### config.mk
export PLATFORM = sky130hd
export DESIGN_NAME = collision_arbiter_flat
export DESIGN_NICKNAME = d
export VERILOG_FILES = /design/src/rtl/collision_arbiter_pkg.sv /design/src/rtl/collision_arbiter_if.sv /design/src/rtl/collision_arbiter_channel.sv /design/src/rtl/collision_arbiter.sv /design/src/flat_wrapper.sv
export SDC_FILE = /design/constraint.sdc
export NUM_CORES = 1
export LEC_CHECK = 0
export CORE_UTILIZATION = 44
export DETAILED_ROUTE_END_ITERATION = 16
export HOLD_SLACK_MARGIN = 0.1
export PLACE_DENSITY = 0.67
export SETUP_SLACK_MARGIN = 0.5
export SLEW_MARGIN = 20
export SYNTH_ARGS = -nofsm -noshare
export SYNTH_HDL_FRONTEND = slang
export SYNTH_HIERARCHICAL = 1
export SYNTH_SLANG_ARGS = --single-unit
### constraint.sdc
create_clock -name clk -period 2.2 [get_ports clk]
set_input_delay 0.22 -clock clk [delete_from_list [all_inputs] [get_ports clk]]
set_output_delay 0.22 -clock clk [all_outputs]
set_load 0.05 [all_outputs]
### src/rtl/collision_arbiter_pkg.sv
`default_nettype none
// ============================================================================
// Module   : collision_pkg
// Brief    : Shared types and helpers for the multi-channel collision arbiter.
// Revision : 1.0 - initial release
// ============================================================================
package collision_pkg;

    // Effective per-channel state, seen after any frame-boundary update
    typedef enum logic [1:0] {
        ST_ARMED    = 2'd0,
        ST_FIRED    = 2'd1,
        ST_COOLDOWN = 2'd2
    } ch_state_e;

    // Width of a channel index covering n objects plus the background
    function automatic int ch_idx_w(input int n);
        return (n + 1 > 1) ? $clog2(n + 1) : 1;
    endfunction

    // The background channel always sits just above the object channels
    function automatic int bg_ch(input int n);
        return n;
    endfunction

endpackage
`default_nettype wire

### src/rtl/collision_arbiter_if.sv
`default_nettype none
// ============================================================================
// Module   : collision_arbiter_if
// Brief    : Draw-request inputs and hit reporting outputs of the arbiter.
// Revision : 1.0 - initial release
// ============================================================================
interface collision_arbiter_if
    import collision_pkg::*;
#(
    parameter int NUM_OBJ = 4
);
    localparam int NCH  = NUM_OBJ + 1;
    localparam int ID_W = ch_idx_w(NUM_OBJ);

    logic                startOfFrame;
    logic                draw_request_player;
    logic [NUM_OBJ-1:0]  draw_request_obj;
    logic                draw_request_bg;
    logic                collision;
    logic [NCH-1:0]      hit_pulse;
    logic                SingleHitPulse;
    logic [NCH-1:0]      frame_hits;
    logic [ID_W-1:0]     first_hit_id;
    logic                first_hit_valid;

    // Pixel/frame source side
    modport master (
        output startOfFrame, draw_request_player, draw_request_obj, draw_request_bg,
        input  collision, hit_pulse, SingleHitPulse, frame_hits,
               first_hit_id, first_hit_valid
    );

    // Arbiter side
    modport slave (
        input  startOfFrame, draw_request_player, draw_request_obj, draw_request_bg,
        output collision, hit_pulse, SingleHitPulse, frame_hits,
               first_hit_id, first_hit_valid
    );
endinterface
`default_nettype wire

### src/rtl/collision_arbiter_channel.sv
`default_nettype none
// ============================================================================
// Module   : collision_channel
// Brief    : One hit channel: fired-this-frame flag, frame cooldown counter,
//            hit qualification and the registered hit pulse.
// Revision : 1.0 - initial release
// ============================================================================
module collision_channel
    import collision_pkg::*;
#(
    parameter int COOLDOWN_FRAMES = 0,
    parameter int CD_W            = 4
) (
    input  wire logic clk,
    input  wire logic reset,
    input  wire logic sof_i,
    input  wire logic player_i,
    input  wire logic req_i,
    output logic      qual_o,
    output logic      hit_pulse_o
);
    logic            fired_q, fired_d;
    logic [CD_W-1:0] cd_q, cd_d;
    logic            hit_q;
    logic            fired_eff;
    logic [CD_W-1:0] cd_eff;
    ch_state_e       state_eff;
    logic            qual;

    // Frame-boundary view of the state, qualification and next state.
    // The frame boundary right after a fire does not decrement the counter:
    // the fire frame is the FIRED state, and the COOLDOWN_FRAMES masked
    // frames start with the following frame.
    always_comb begin
        fired_eff = fired_q;
        cd_eff    = cd_q;
        state_eff = ST_ARMED;
        if (sof_i) begin
            fired_eff = 1'b0;
            if (!fired_q && (cd_q != '0))
                cd_eff = cd_q - 1'b1;
        end
        if (fired_eff)
            state_eff = ST_FIRED;
        else if (cd_eff != '0)
            state_eff = ST_COOLDOWN;
        qual    = player_i && req_i && (state_eff == ST_ARMED);
        fired_d = fired_eff;
        cd_d    = cd_eff;
        if (qual) begin
            fired_d = 1'b1;
            cd_d    = CD_W'(COOLDOWN_FRAMES);
        end
    end

    // Channel state and hit pulse registers
    always_ff @(posedge clk or posedge reset) begin
        if (reset) begin
            fired_q <= 1'b0;
            cd_q    <= '0;
            hit_q   <= 1'b0;
        end else begin
            fired_q <= fired_d;
            cd_q    <= cd_d;
            hit_q   <= qual;
        end
    end

    assign qual_o      = qual;
    assign hit_pulse_o = hit_q;

endmodule
`default_nettype wire

### src/rtl/collision_arbiter.sv
`default_nettype none
// ============================================================================
// Module   : collision_arbiter
// Brief    : Qualifies player overlap against NUM_OBJ object channels plus a
//            background channel; per-channel pulses, per-frame summary.
// Revision : 1.0 - initial release
// ============================================================================
module collision_arbiter
    import collision_pkg::*;
#(
    parameter int NUM_OBJ         = 4,
    parameter int COOLDOWN_FRAMES = 0,
    parameter int CD_W            = 4
) (
    input  wire logic          clk,
    input  wire logic          reset,
    collision_arbiter_if.slave bus
);
    localparam int NCH   = NUM_OBJ + 1;
    localparam int ID_W  = ch_idx_w(NUM_OBJ);
    localparam int BG_CH = bg_ch(NUM_OBJ);

    logic [NCH-1:0]  req;
    logic [NCH-1:0]  qual;
    logic [NCH-1:0]  hit_vec;
    logic            any_qual;
    logic            frame_any_eff;

    logic            single_q, single_d;
    logic [NCH-1:0]  acc_q, acc_d;
    logic [NCH-1:0]  frame_hits_q, frame_hits_d;
    logic [ID_W-1:0] first_id_q, first_id_d;
    logic            first_valid_q, first_valid_d;

    // Lowest-index set bit wins
    function automatic logic [ID_W-1:0] lowest_set(input logic [NCH-1:0] v);
        logic [ID_W-1:0] idx;
        idx = '0;
        for (int i = NCH - 1; i >= 0; i--)
            if (v[i]) idx = ID_W'(i);
        return idx;
    endfunction

    assign req[NUM_OBJ-1:0] = bus.draw_request_obj;
    assign req[BG_CH]       = bus.draw_request_bg;

    assign bus.collision = bus.draw_request_player &&
                           ((|bus.draw_request_obj) || bus.draw_request_bg);

    generate
        for (genvar gi = 0; gi < NCH; gi++) begin : g_ch
            collision_channel #(
                .COOLDOWN_FRAMES (COOLDOWN_FRAMES),
                .CD_W            (CD_W)
            ) u_ch (
                .clk         (clk),
                .reset       (reset),
                .sof_i       (bus.startOfFrame),
                .player_i    (bus.draw_request_player),
                .req_i       (req[gi]),
                .qual_o      (qual[gi]),
                .hit_pulse_o (hit_vec[gi])
            );
        end
    endgenerate

    assign any_qual = |qual;
    // A valid first hit means something already fired in this frame
    assign frame_any_eff = bus.startOfFrame ? 1'b0 : first_valid_q;

    // Frame summary next state; a hit on the boundary cycle is new-frame only
    always_comb begin
        single_d      = any_qual && !frame_any_eff;
        acc_d         = acc_q | qual;
        frame_hits_d  = frame_hits_q;
        first_id_d    = first_id_q;
        first_valid_d = first_valid_q;
        if (bus.startOfFrame) begin
            acc_d         = qual;
            frame_hits_d  = acc_q;
            first_id_d    = '0;
            first_valid_d = 1'b0;
        end
        if (any_qual && !frame_any_eff) begin
            first_id_d    = lowest_set(qual);
            first_valid_d = 1'b1;
        end
    end

    // Frame summary registers
    always_ff @(posedge clk or posedge reset) begin
        if (reset) begin
            single_q      <= 1'b0;
            acc_q         <= '0;
            frame_hits_q  <= '0;
            first_id_q    <= '0;
            first_valid_q <= 1'b0;
        end else begin
            single_q      <= single_d;
            acc_q         <= acc_d;
            frame_hits_q  <= frame_hits_d;
            first_id_q    <= first_id_d;
            first_valid_q <= first_valid_d;
        end
    end

    assign bus.hit_pulse       = hit_vec;
    assign bus.SingleHitPulse  = single_q;
    assign bus.frame_hits      = frame_hits_q;
    assign bus.first_hit_id    = first_id_q;
    assign bus.first_hit_valid = first_valid_q;

endmodule
`default_nettype wire
### src/flat_wrapper.sv
// flat-port wrapper written by rule: the top's interface ports become plain ports
module collision_arbiter_flat import collision_pkg::*;
#(
    parameter int NUM_OBJ         = 4,
    parameter int COOLDOWN_FRAMES = 0,
    parameter int CD_W            = 4
)
  (clk, reset, bus_startOfFrame, bus_draw_request_player, bus_draw_request_obj, bus_draw_request_bg, bus_collision, bus_hit_pulse, bus_SingleHitPulse, bus_frame_hits, bus_first_hit_id, bus_first_hit_valid);
  collision_arbiter_if #(.NUM_OBJ(NUM_OBJ)) bus_i ();
  input  wire logic clk;
  input  wire logic reset;
  input wire logic [$bits(bus_i.startOfFrame)-1:0] bus_startOfFrame;
  input wire logic [$bits(bus_i.draw_request_player)-1:0] bus_draw_request_player;
  input wire logic [$bits(bus_i.draw_request_obj)-1:0] bus_draw_request_obj;
  input wire logic [$bits(bus_i.draw_request_bg)-1:0] bus_draw_request_bg;
  output wire logic [$bits(bus_i.collision)-1:0] bus_collision;
  output wire logic [$bits(bus_i.hit_pulse)-1:0] bus_hit_pulse;
  output wire logic [$bits(bus_i.SingleHitPulse)-1:0] bus_SingleHitPulse;
  output wire logic [$bits(bus_i.frame_hits)-1:0] bus_frame_hits;
  output wire logic [$bits(bus_i.first_hit_id)-1:0] bus_first_hit_id;
  output wire logic [$bits(bus_i.first_hit_valid)-1:0] bus_first_hit_valid;
  assign bus_i.startOfFrame = bus_startOfFrame;
  assign bus_i.draw_request_player = bus_draw_request_player;
  assign bus_i.draw_request_obj = bus_draw_request_obj;
  assign bus_i.draw_request_bg = bus_draw_request_bg;
  assign bus_collision = bus_i.collision;
  assign bus_hit_pulse = bus_i.hit_pulse;
  assign bus_SingleHitPulse = bus_i.SingleHitPulse;
  assign bus_frame_hits = bus_i.frame_hits;
  assign bus_first_hit_id = bus_i.first_hit_id;
  assign bus_first_hit_valid = bus_i.first_hit_valid;
  collision_arbiter #(.NUM_OBJ(NUM_OBJ), .COOLDOWN_FRAMES(COOLDOWN_FRAMES), .CD_W(CD_W)) u_core (.clk(clk), .reset(reset), .bus(bus_i));
endmodule
Word level (Yosys, flattened, before mapping)
Index checks and enable logic that the tools add are counted.
{"block": "word_totals", "latch_bits": 0, "output_inout_bits": 16, "input_bits": 9, "mem_bits_ro": 0, "regBits": 45, "mem_count": 0, "elab_cells": 113, "ram_bits": 0}
{"block": "op_classes", "addsub": 5, "n_lt_le_gt_ge": 0, "shift": 0, "bitwise": 1, "n_reduce_logical": 42, "div_mod_pow": 0, "n_eq_ne": 0, "n_mul": 0, "mux": 45}
{"operator": "2-to-1 mux 4 bit", "count": 15}
{"operator": "nonzero test 4 bit", "count": 10}
{"operator": "2-to-1 mux 3 bit", "count": 7}
{"operator": "2-to-1 mux 2 bit", "count": 10}
{"operator": "subtractor 4 x 1 -> 4 bit, second input constant", "count": 5}
{"operator": "logical AND 1 bit", "count": 17}
{"operator": "2-to-1 mux 1 bit", "count": 12}
{"operator": "logical NOT 2 bit", "count": 5}
{"operator": "logical NOT 1 bit", "count": 6}
{"operator": "2-to-1 mux 5 bit", "count": 1}
{"operator": "bitwise OR 5 bit", "count": 1}
{"operator": "OR reduction 5 bit", "count": 1}
{"operator": "OR reduction 4 bit", "count": 1}
{"operator": "nonzero test 2 bit", "count": 1}
{"operator": "logical OR 1 bit", "count": 1}

Depth between registers and ports, before layout
Gate-level depths: netlist (run 1).
{"block": "logic_depth", "word_depth": 15, "ltp_mapped": 9, "mapped_depth_nobuf": 9}

Modules after synthesis
Netlist (run 1), hierarchy kept.
{"module": "collision_channel", "area_per_inst_um2": 337.8, "instances": 5, "cells_each": 32, "seq_area_each_um2": 150.1}
{"module": "collision_arbiter", "area_per_inst_um2": 615.6, "instances": 1, "cells_each": 49, "seq_area_each_um2": 375.4}

Worst setup path before layout (run 1)
No wires, ideal clock.
{"block": "synth_path", "path_type": "register -> register", "startpoint": "register u_core.g_ch[0].u_ch.cd_q[0]", "endpoint": "register u_core.first_id_q[1], in the netlist u_core/bus.first_hit_id[1]", "path_slack_ns": 0.001, "stages_incl_launch_ff": 10, "required_ns": 2.049, "synth_period_minus_slack_ns": 2.199, "setup_time_ns": 0.151, "arrival_time_ns": 2.048, "path_buffers": 0, "path_cell_list": "dfrtp_1 inv_1 ha_1 nand2b_1 o41ai_1 a22oi_1 nor3_1 nor3_1 o211ai_1 o31ai_1"}
{"block": "synth_between", "elab_chain_cells": 12, "elab_cells_between_ends": 15, "cone_classes": "add/sub (1); mux (6); reduce/logical (8)"}
{"item": "from (decl)", "line": "collision_arbiter_channel.sv:23", "rtl": "logic [CD_W-1:0] cd_q, cd_d;"}
{"item": "from (signal assigned)", "line": "collision_arbiter_channel.sv:60", "rtl": "cd_q <= '0;"}
{"item": "from (signal assigned)", "line": "collision_arbiter_channel.sv:64", "rtl": "cd_q <= cd_d;"}
{"item": "parallel branches: the longest is 3 deep, another holds subtractor 4 x 1 -> 4 bit"}
{"item": "2-to-1 mux 4 bit (*)", "line": "collision_arbiter_channel.sv:38", "rtl": "if (sof_i) begin"}
{"item": "nonzero test 4 bit (*)", "line": "collision_arbiter_channel.sv:45", "rtl": "else if (cd_eff != '0)"}
{"item": "2-to-1 mux 2 bit (*)", "line": "collision_arbiter_channel.sv:45"}
{"item": "2-to-1 mux 2 bit (*)", "line": "collision_arbiter_channel.sv:43", "rtl": "if (fired_eff)"}
{"item": "logical NOT 2 bit (*)", "line": "collision_arbiter_channel.sv:47", "rtl": "qual = player_i && req_i && (state_eff == ST_ARMED);"}
{"item": "logical AND 1 bit (*)", "line": "collision_arbiter_channel.sv:47"}
{"item": "named net u_core.qual[0]", "line": "collision_arbiter.sv:24", "rtl": "logic [NCH-1:0] qual;"}
{"item": "OR reduction 5 bit", "line": "collision_arbiter.sv:67", "rtl": "assign any_qual = |qual;"}
{"item": "logical AND 1 bit", "line": "collision_arbiter.sv:84", "rtl": "if (any_qual && !frame_any_eff) begin"}
{"item": "2-to-1 mux 3 bit or nonzero test 2 bit (tied branches)"}
{"item": "to (signal assigned)", "line": "collision_arbiter.sv:102", "rtl": "first_id_q <= first_id_d;"}
{"item": "to (decl)", "line": "collision_arbiter.sv:32", "rtl": "logic [ID_W-1:0] first_id_q, first_id_d;"}
Mark *: on every way through the listed nets, which the timed path passes.
A chain may end at the register's enable or synchronous reset.

Worst setup path in the final report (run 1)
{"block": "layout_path", "startpoint": "register u_core.g_ch[1].u_ch.cd_q[0]", "endpoint": "register u_core.first_valid_q, in the netlist u_core/bus.first_hit_valid"}
{"block": "layout_between", "elab_chain_cells": 12, "elab_cells_between_ends": 13, "cone_classes": "add/sub (1); mux (5); reduce/logical (7)"}
{"item": "from (decl)", "line": "collision_arbiter_channel.sv:23"}
{"item": "from (signal assigned)", "line": "collision_arbiter_channel.sv:60"}
{"item": "from (signal assigned)", "line": "collision_arbiter_channel.sv:64"}
{"item": "parallel branches: the longest is 3 deep, another holds subtractor 4 x 1 -> 4 bit"}
{"item": "2-to-1 mux 4 bit (*)", "line": "collision_arbiter_channel.sv:38"}
{"item": "nonzero test 4 bit (*)", "line": "collision_arbiter_channel.sv:45"}
{"item": "2-to-1 mux 2 bit (*)", "line": "collision_arbiter_channel.sv:45"}
{"item": "2-to-1 mux 2 bit (*)", "line": "collision_arbiter_channel.sv:43"}
{"item": "logical NOT 2 bit (*)", "line": "collision_arbiter_channel.sv:47"}
{"item": "logical AND 1 bit (*)", "line": "collision_arbiter_channel.sv:47"}
{"item": "named net u_core.qual[1]", "line": "collision_arbiter.sv:24"}
{"item": "OR reduction 5 bit (*)", "line": "collision_arbiter.sv:67"}
{"item": "logical AND 1 bit (*)", "line": "collision_arbiter.sv:84"}
{"item": "2-to-1 mux 1 bit (*)", "line": "collision_arbiter.sv:84"}
{"item": "named net u_core.first_valid_d", "line": "collision_arbiter.sv:33", "rtl": "logic first_valid_q, first_valid_d;"}
{"item": "to (signal assigned)", "line": "collision_arbiter.sv:103", "rtl": "first_valid_q <= first_valid_d;"}
{"item": "to (decl)", "line": "collision_arbiter.sv:33"}
Marks and branches as above.

==> results.ini, run 1 <==
[place]
place_ws_ps=-122
gp_congestion=0.796
dp.final_hpwl_mm=3.33
port_buffers=24

[sta]
worst_slew_pin_slew_ps=539
rsz0062_at_grt=yes
finalHoldViolCount=0
worst_hold_slack_ps=325
period_share=0.911
worst_slack_ps=197
period_needed_ps=2000
setup_viol=0
max_clock_freq_mhz=499
skew_ps=7.07
slew_headroom=0.640
drv_slew=0

[global_routing]
top_usage_layer=met2
antenna_found_initial=0
grt_pass1_wl_mm=9.00
grt-ovfl-total=0
grt_max_degree=16
first_global_vias=1956
use_met3=0.0420
grt.total_usage=0.220
use_met2=0.401
use_met1=0.259

[detailed_routing]
first_pass_iters=4
via_per_inst=5.10
via_count=1909
drt_iter0_drc=113
remaining_drc_errors=0
drt-total-wl_mm=5.73
wl_per_cell_um=15.3
ant_nets=0

[job]
cap_violations=0

[floorplanning]
core_mm2=0.00488
die-width_um=74.4
initial_utilization=0.472
ioPinCount=25
die_area_mm2=0.00553
rows=25
die_y_um=74.4

[synth]
ys_warn_count=6
synthMuxAreaShare=0.0461
netlist_instances=209
synth_fa_ha_area_frac=0.0271
synth_nets=223
ys_seq_area_frac=0.489
avgSynthCellArea_um2=11.0
synth_top_family_by_area=simple AND/OR/NAND/NOR gates
synth_compound_area_frac=0.154
syn_area_mm2=0.00230
synth_cell_types=29
synth_xor_area_frac=0.0570
synthSimpleGateAreaFrac=0.194
ys_ff_latch=45

[worst_setup_path]
cp-end-kind=flop
r2r.worst_path.cells=9
startpoint_type=flop
worst-path-buf-inv=2
crit_path_end=u_core/bus.first_hit_valid
cp.required_ps=2390
critPathSlowestCell=dfrtp_1
cp_max_fo=4
cpPeakStageDelay_ps=380
startpoint=u_core/g_ch[1].u_ch/cd_q[0]
reg2reg_from=u_core/g_ch[1].u_ch/cd_q[0]
cp_cell_sequence=inv_2, ha_4, buf_6, a21boi_4, mux2i_4, nor3_4, nor4_4, and2_1, nand2_1
rrSetupSlack_ps=200
arrival_ps=2200
worst-path-stages=9
critPathKind=flop to flop
critical-path-top-delay-family=simple AND/OR/NAND/NOR gates
worstReg2RegEnd=u_core/bus.first_hit_valid

[cells_and_area]
drive_above_1_share=0.450
nets=320
n_antenna_cell=0
area_growth_pct=55.3
nFillCells=344
utilization=0.733

[clocking]
cts_made_buffers=5
cts-root-buf=clkbuf_8
clk_latency_ps=300
cts_tree=yes
clk_path_buf_depth=2
htreeDepth=2
cts_sinks=45
path_clk_slew_ps=90

[pwr]
ir_drop_v=0.000753
p_per_area_mw_per_mm2=1350
p_leak_nw=1.84

[min_path]
hp-class=input port to asynchronous set/reset pin

[outcome]
status=completed

[stage by stage]
stage	instance area, µm²	total power, mW	instances	setup TNS [ps]
final	3580	4.81	374	0
after global placement	2880	3.29	323	-186
after detailed placement	2880	3.33	323	-334
after global routing	3580	5.12	374	0
after floorplan	2380	2.73	209	0
after CTS	3470	4.58	368	0
[cells by family (layout without fill, tap and decap cells)]
| logic type | Yosys count | count (layout) |
|---|---|---|
| simple gates | 76 | 76 |
| xor+xnor | 15 | 15 |
| flops | 45 | 45 |
| compound gates | 38 | 38 |
| buf+inv | 20 | 118 |
| fa+ha+maj | 5 | 5 |
| mux | 10 | 10 |
[cell usage after synthesis]
master	number	area share
nor3_1	6	0.013
nor2_1	16	0.026
a22oi_1	5	0.016
dfrtp_1	45	0.49
or4_1	1	0.0033
inv_1	19	0.031
o21ai_0	1	0.0022
o211ai_1	2	0.0065
mux2_2	5	0.024
o21a_1	1	0.0033
a21o_1	5	0.016
nand3b_1	5	0.016
nor2b_1	1	0.0027
nand3_1	6	0.013
xnor2_1	15	0.057
o31ai_2	5	0.027
buf_2	1	0.0022
a21boi_4	5	0.041
o31ai_1	1	0.0033
mux2i_1	5	0.022
nand2b_1	16	0.043
nor2b_4	5	0.030
nor4_4	1	0.0092
nand2_1	13	0.021
ha_1	5	0.027
a21oi_1	7	0.015
o32ai_1	1	0.0038
o41ai_1	5	0.019
and2_1	6	0.016
[metal layers]
| metal | part of all wire | up-vias |
|---|---|---|
| met1 | 0.42 | 956 |
| met5 | 0 | - |
| met3 | 0.023 | 11 |
| met4 | 0.018 | 0 |
| li1 | - | 915 |
| met2 | 0.53 | 27 |
[placed cells by master, fill, tap and decap left out, types with 4 or more instances in the layout]
cell type and instances:
inv_2 8, dfrtp_1 45, nand3b_1 5, nor2b_4 5, nor2_1 13, nand3_1 6
clkdlybuf4s50_1 7, a21o_1 5, o31ai_2 5, nand2b_1 12, ha_4 5, a22oi_2 5
mux2_2 5, a21boi_4 5, clkbuf_8 5, dlymetal6s2s_1 8, nor3_4 4, xnor2_1 15
inv_1 11, o41ai_4 4, and2_1 6, a21oi_1 7, nand2_1 13, buf_6 12
buf_4 56, dlygate4sd2_1 8, nand2b_4 4
[sequential cells by signal, indices dropped and copies added (netlist names)]
name and cells:
u_core/g_ch.u_ch/hit_pulse_o 5, u_core/bus.SingleHitPulse 1, u_core/acc_q 5, u_core/g_ch.u_ch/cd_q 20, u_core/bus.first_hit_valid 1, u_core/bus.frame_hits 5, u_core/bus.first_hit_id 3, u_core/g_ch.u_ch/fired_q 5
[how the worst min path moves through the flow]
stage                     cells past startpoint                          end  slack [ps]
after floorplan                               1  u_core/g_ch[0].u_ch/cd_q[0]          10
after global placement                        1              u_core/acc_q[3]         460
after detailed placement                      1              u_core/acc_q[3]         470
after CTS                                     2  u_core/g_ch[3].u_ch/fired_q         330
after global routing                          2  u_core/g_ch[2].u_ch/cd_q[3]         340
final                                         2  u_core/g_ch[2].u_ch/cd_q[3]         320
[where the power goes]
group / internal (mW) / switching (mW)
Sequential: 1.12 / 0.297
Clock: 0.223 / 0.305
Combinational: 1.49 / 1.38
[area by class of cell]
class / instances / area, µm² / share of cell area
sequential: 45 / 1130 / 0.315
inverter: 19 / 71.3 / 0.0199
tap: 67 / 83.8 / 0.0234
clock inverter: 3 / 22.5 / 0.00629
timing repair buffer: 91 / 796 / 0.222
multi-input combinational: 144 / 1410 / 0.394
clock buffer: 5 / 68.8 / 0.0192
[timing repair]
item	in CTS	in global routing
resized for setup	50	17
hold buffers	0	0
cloned	1	0
setup buffers	36	6
hold endpoints to repair	0	0
setup endpoints to repair	18	23
pin swaps	22	9
Note: power is estimated with default switching activity, not from simulation.
==> run 2, diff against run 1 <==
--- a/config.mk
+++ b/config.mk
@@ -5,10 +5,10 @@
 export SDC_FILE = /design/constraint.sdc
 export NUM_CORES = 1
 export LEC_CHECK = 0
-export CORE_UTILIZATION = 44
+export CORE_UTILIZATION = 50
 export DETAILED_ROUTE_END_ITERATION = 16
 export HOLD_SLACK_MARGIN = 0.1
-export PLACE_DENSITY = 0.67
+export PLACE_DENSITY = 0.75
 export SETUP_SLACK_MARGIN = 0.5
 export SLEW_MARGIN = 20
 export SYNTH_ARGS = -nofsm -noshare
==> results.ini, run 2 (same netlist as run 1, synthesis figures left out) <==
[outcome]
status=completed

[floorplanning]
initial_utilization=0.526
die_area_mm2=0.00488
core_mm2=0.00438
rows=24
die-width_um=69.9
die_y_um=69.9
ioPinCount=25

[worst_setup_path]
cpPeakStageDelay_ps=380
startpoint_type=flop
critPathSlowestCell=dfrtp_1
reg2reg_from=u_core/g_ch[1].u_ch/cd_q[0]
arrival_ps=2260
cp_max_fo=4
critical-path-top-delay-family=compound AO/OA/AOI/OAI gates
cp_cell_sequence=inv_2, ha_4, nand2b_4, o41ai_4, a22oi_2, nor3_4, buf_4, nor4_4, o211ai_1, nand2_1
cp.required_ps=2390
worst-path-buf-inv=2
cp-end-kind=flop
critPathKind=flop to flop
startpoint=u_core/g_ch[1].u_ch/cd_q[0]

[cells_and_area]
largest_register=u_core/g_ch.u_ch/cd_q
mostFrequentLayoutCell=buf_4
n_antenna_cell=0
area_growth_pct=55.7
layout_common_cells=buf_4 (55), dfrtp_1 (45), xnor2_1 (15)
largest_reg_flops=20
drive_above_1_share=0.456
nets=318
utilization=0.818

[pwr]
p_per_area_mw_per_mm2=1380
ir_drop_v=0.000758
p_leak_nw=1.76

[place]
port_buffers=24
dp.final_hpwl_mm=3.46
gp_congestion=0.792

[clocking]
cts-root-buf=clkbuf_8
cts_hold_buf=0
path_clk_slew_ps=90
cts_tree=yes
clk_path_buf_depth=2
cts_sinks=45
clk_latency_ps=300
cts_made_buffers=5
htreeDepth=2

[global_routing]
grt_max_degree=16
first_global_vias=1971
grt-ovfl-total=0
antenna_found_initial=0
grt.total_usage=0.243
grt_pass1_wl_mm=9.23

[sta]
max_clock_freq_mhz=484
drv_slew=0
slew_headroom=0.600
finalHoldViolCount=0
period_share=0.940
worst_hold_slack_ps=333
period_needed_ps=2070
rsz0062_at_grt=yes
worst_slew_pin_slew_ps=600
setup_viol=0
skew_ps=4.29

[detailed_routing]
via_per_inst=5.37
drt_iter0_drc=111
drt-total-wl_mm=5.97
wl_per_cell_um=16.7
remaining_drc_errors=0
ant_nets=0
first_pass_iters=4
via_count=1916

[job]
cap_violations=0

[min_path]
hp-class=input port to asynchronous set/reset pin

## run 2: changes by cell type in the layout (fill, tap and decap cells not counted), moves of 2 or more
cell,delta
nor2_1,-3
nor2_4,+3
clkdlybuf4s50_1,+5
dlymetal6s2s_1,-5
clkinvlp_4,-3
buf_6,-2
## run 2: worst paths after layout
path	end	slack (ps)	cells after the start
max	u_core/bus.first_hit_id[2]	130	10
min	u_core/g_ch[4].u_ch/fired_q	330	2
max reg2reg	u_core/bus.first_hit_id[2]	130	10
min reg2reg	u_core/acc_q[0]	490	1
max in group asynchronous	u_core/acc_q[4]	1320	2
min in group clk	u_core/g_ch[4].u_ch/fired_q	340	3
## run 2: layout make-up
cell class                      instances  area, µm²
Fill cell                             235        796
Tap cell                               52       65.1
Multi-Input combinational cell        144       1440
Inverter                               19       71.3
Sequential cell                        45       1130
Clock inverter                          2       38.8
Timing Repair Buffer                   89        773
Clock buffer                            6       72.6
## run 2: timing repair
item	CTS	global route
hold endpoints to repair	0	0
pin swaps	15	15
gates resized for setup	47	20
setup buffers	33	9
endpoints found under the setup margin	20	19
## run 2: per-layer routing
metal / vias up / GRT usage / share of wire
met1: 966 / 0.303 / 0.42
met3: 13 / 0.0317 / 0.018
met5: - / 0 / 0
met2: 26 / 0.429 / 0.54
met4: 0 / 0.0911 / 0.021
li1: 911 / - / -
## run 2: metrics by stage
step / std cells / setup TNS [ps] / setup WS (ps) / area, µm² / power, mW
final: 357 / 0 / 133 / 3590 / 4.96
after global routing: 357 / 0 / 56.7 / 3590 / 5.21
after CTS: 348 / 0 / 247 / 3400 / 4.63
after detailed placement: 307 / -428 / -122 / 2860 / 3.33
after global placement: 307 / -96.3 / -37.0 / 2860 / 3.25
after floorplan: 209 / 0 / 267 / 2380 / 2.73
## run 2: power by group
part | switching, mW | internal, mW | leakage, nW
registers | 0.274 | 1.12 | 0.577
logic | 1.46 | 1.47 | 1.13
clock network | 0.291 | 0.341 | 0.0554
total | 2.02 | 2.93 | 1.76
## run 2: worst reg2reg max path, delay by kind of cell (launching register included)
family | cells | cell delay [ps]
buffers and inverters | 2 | 230
DFF | 1 | 380
AOI/OAI and AO/OA | 3 | 660
and+or+nand+nor | 4 | 500
adders and majority gates | 1 | 180
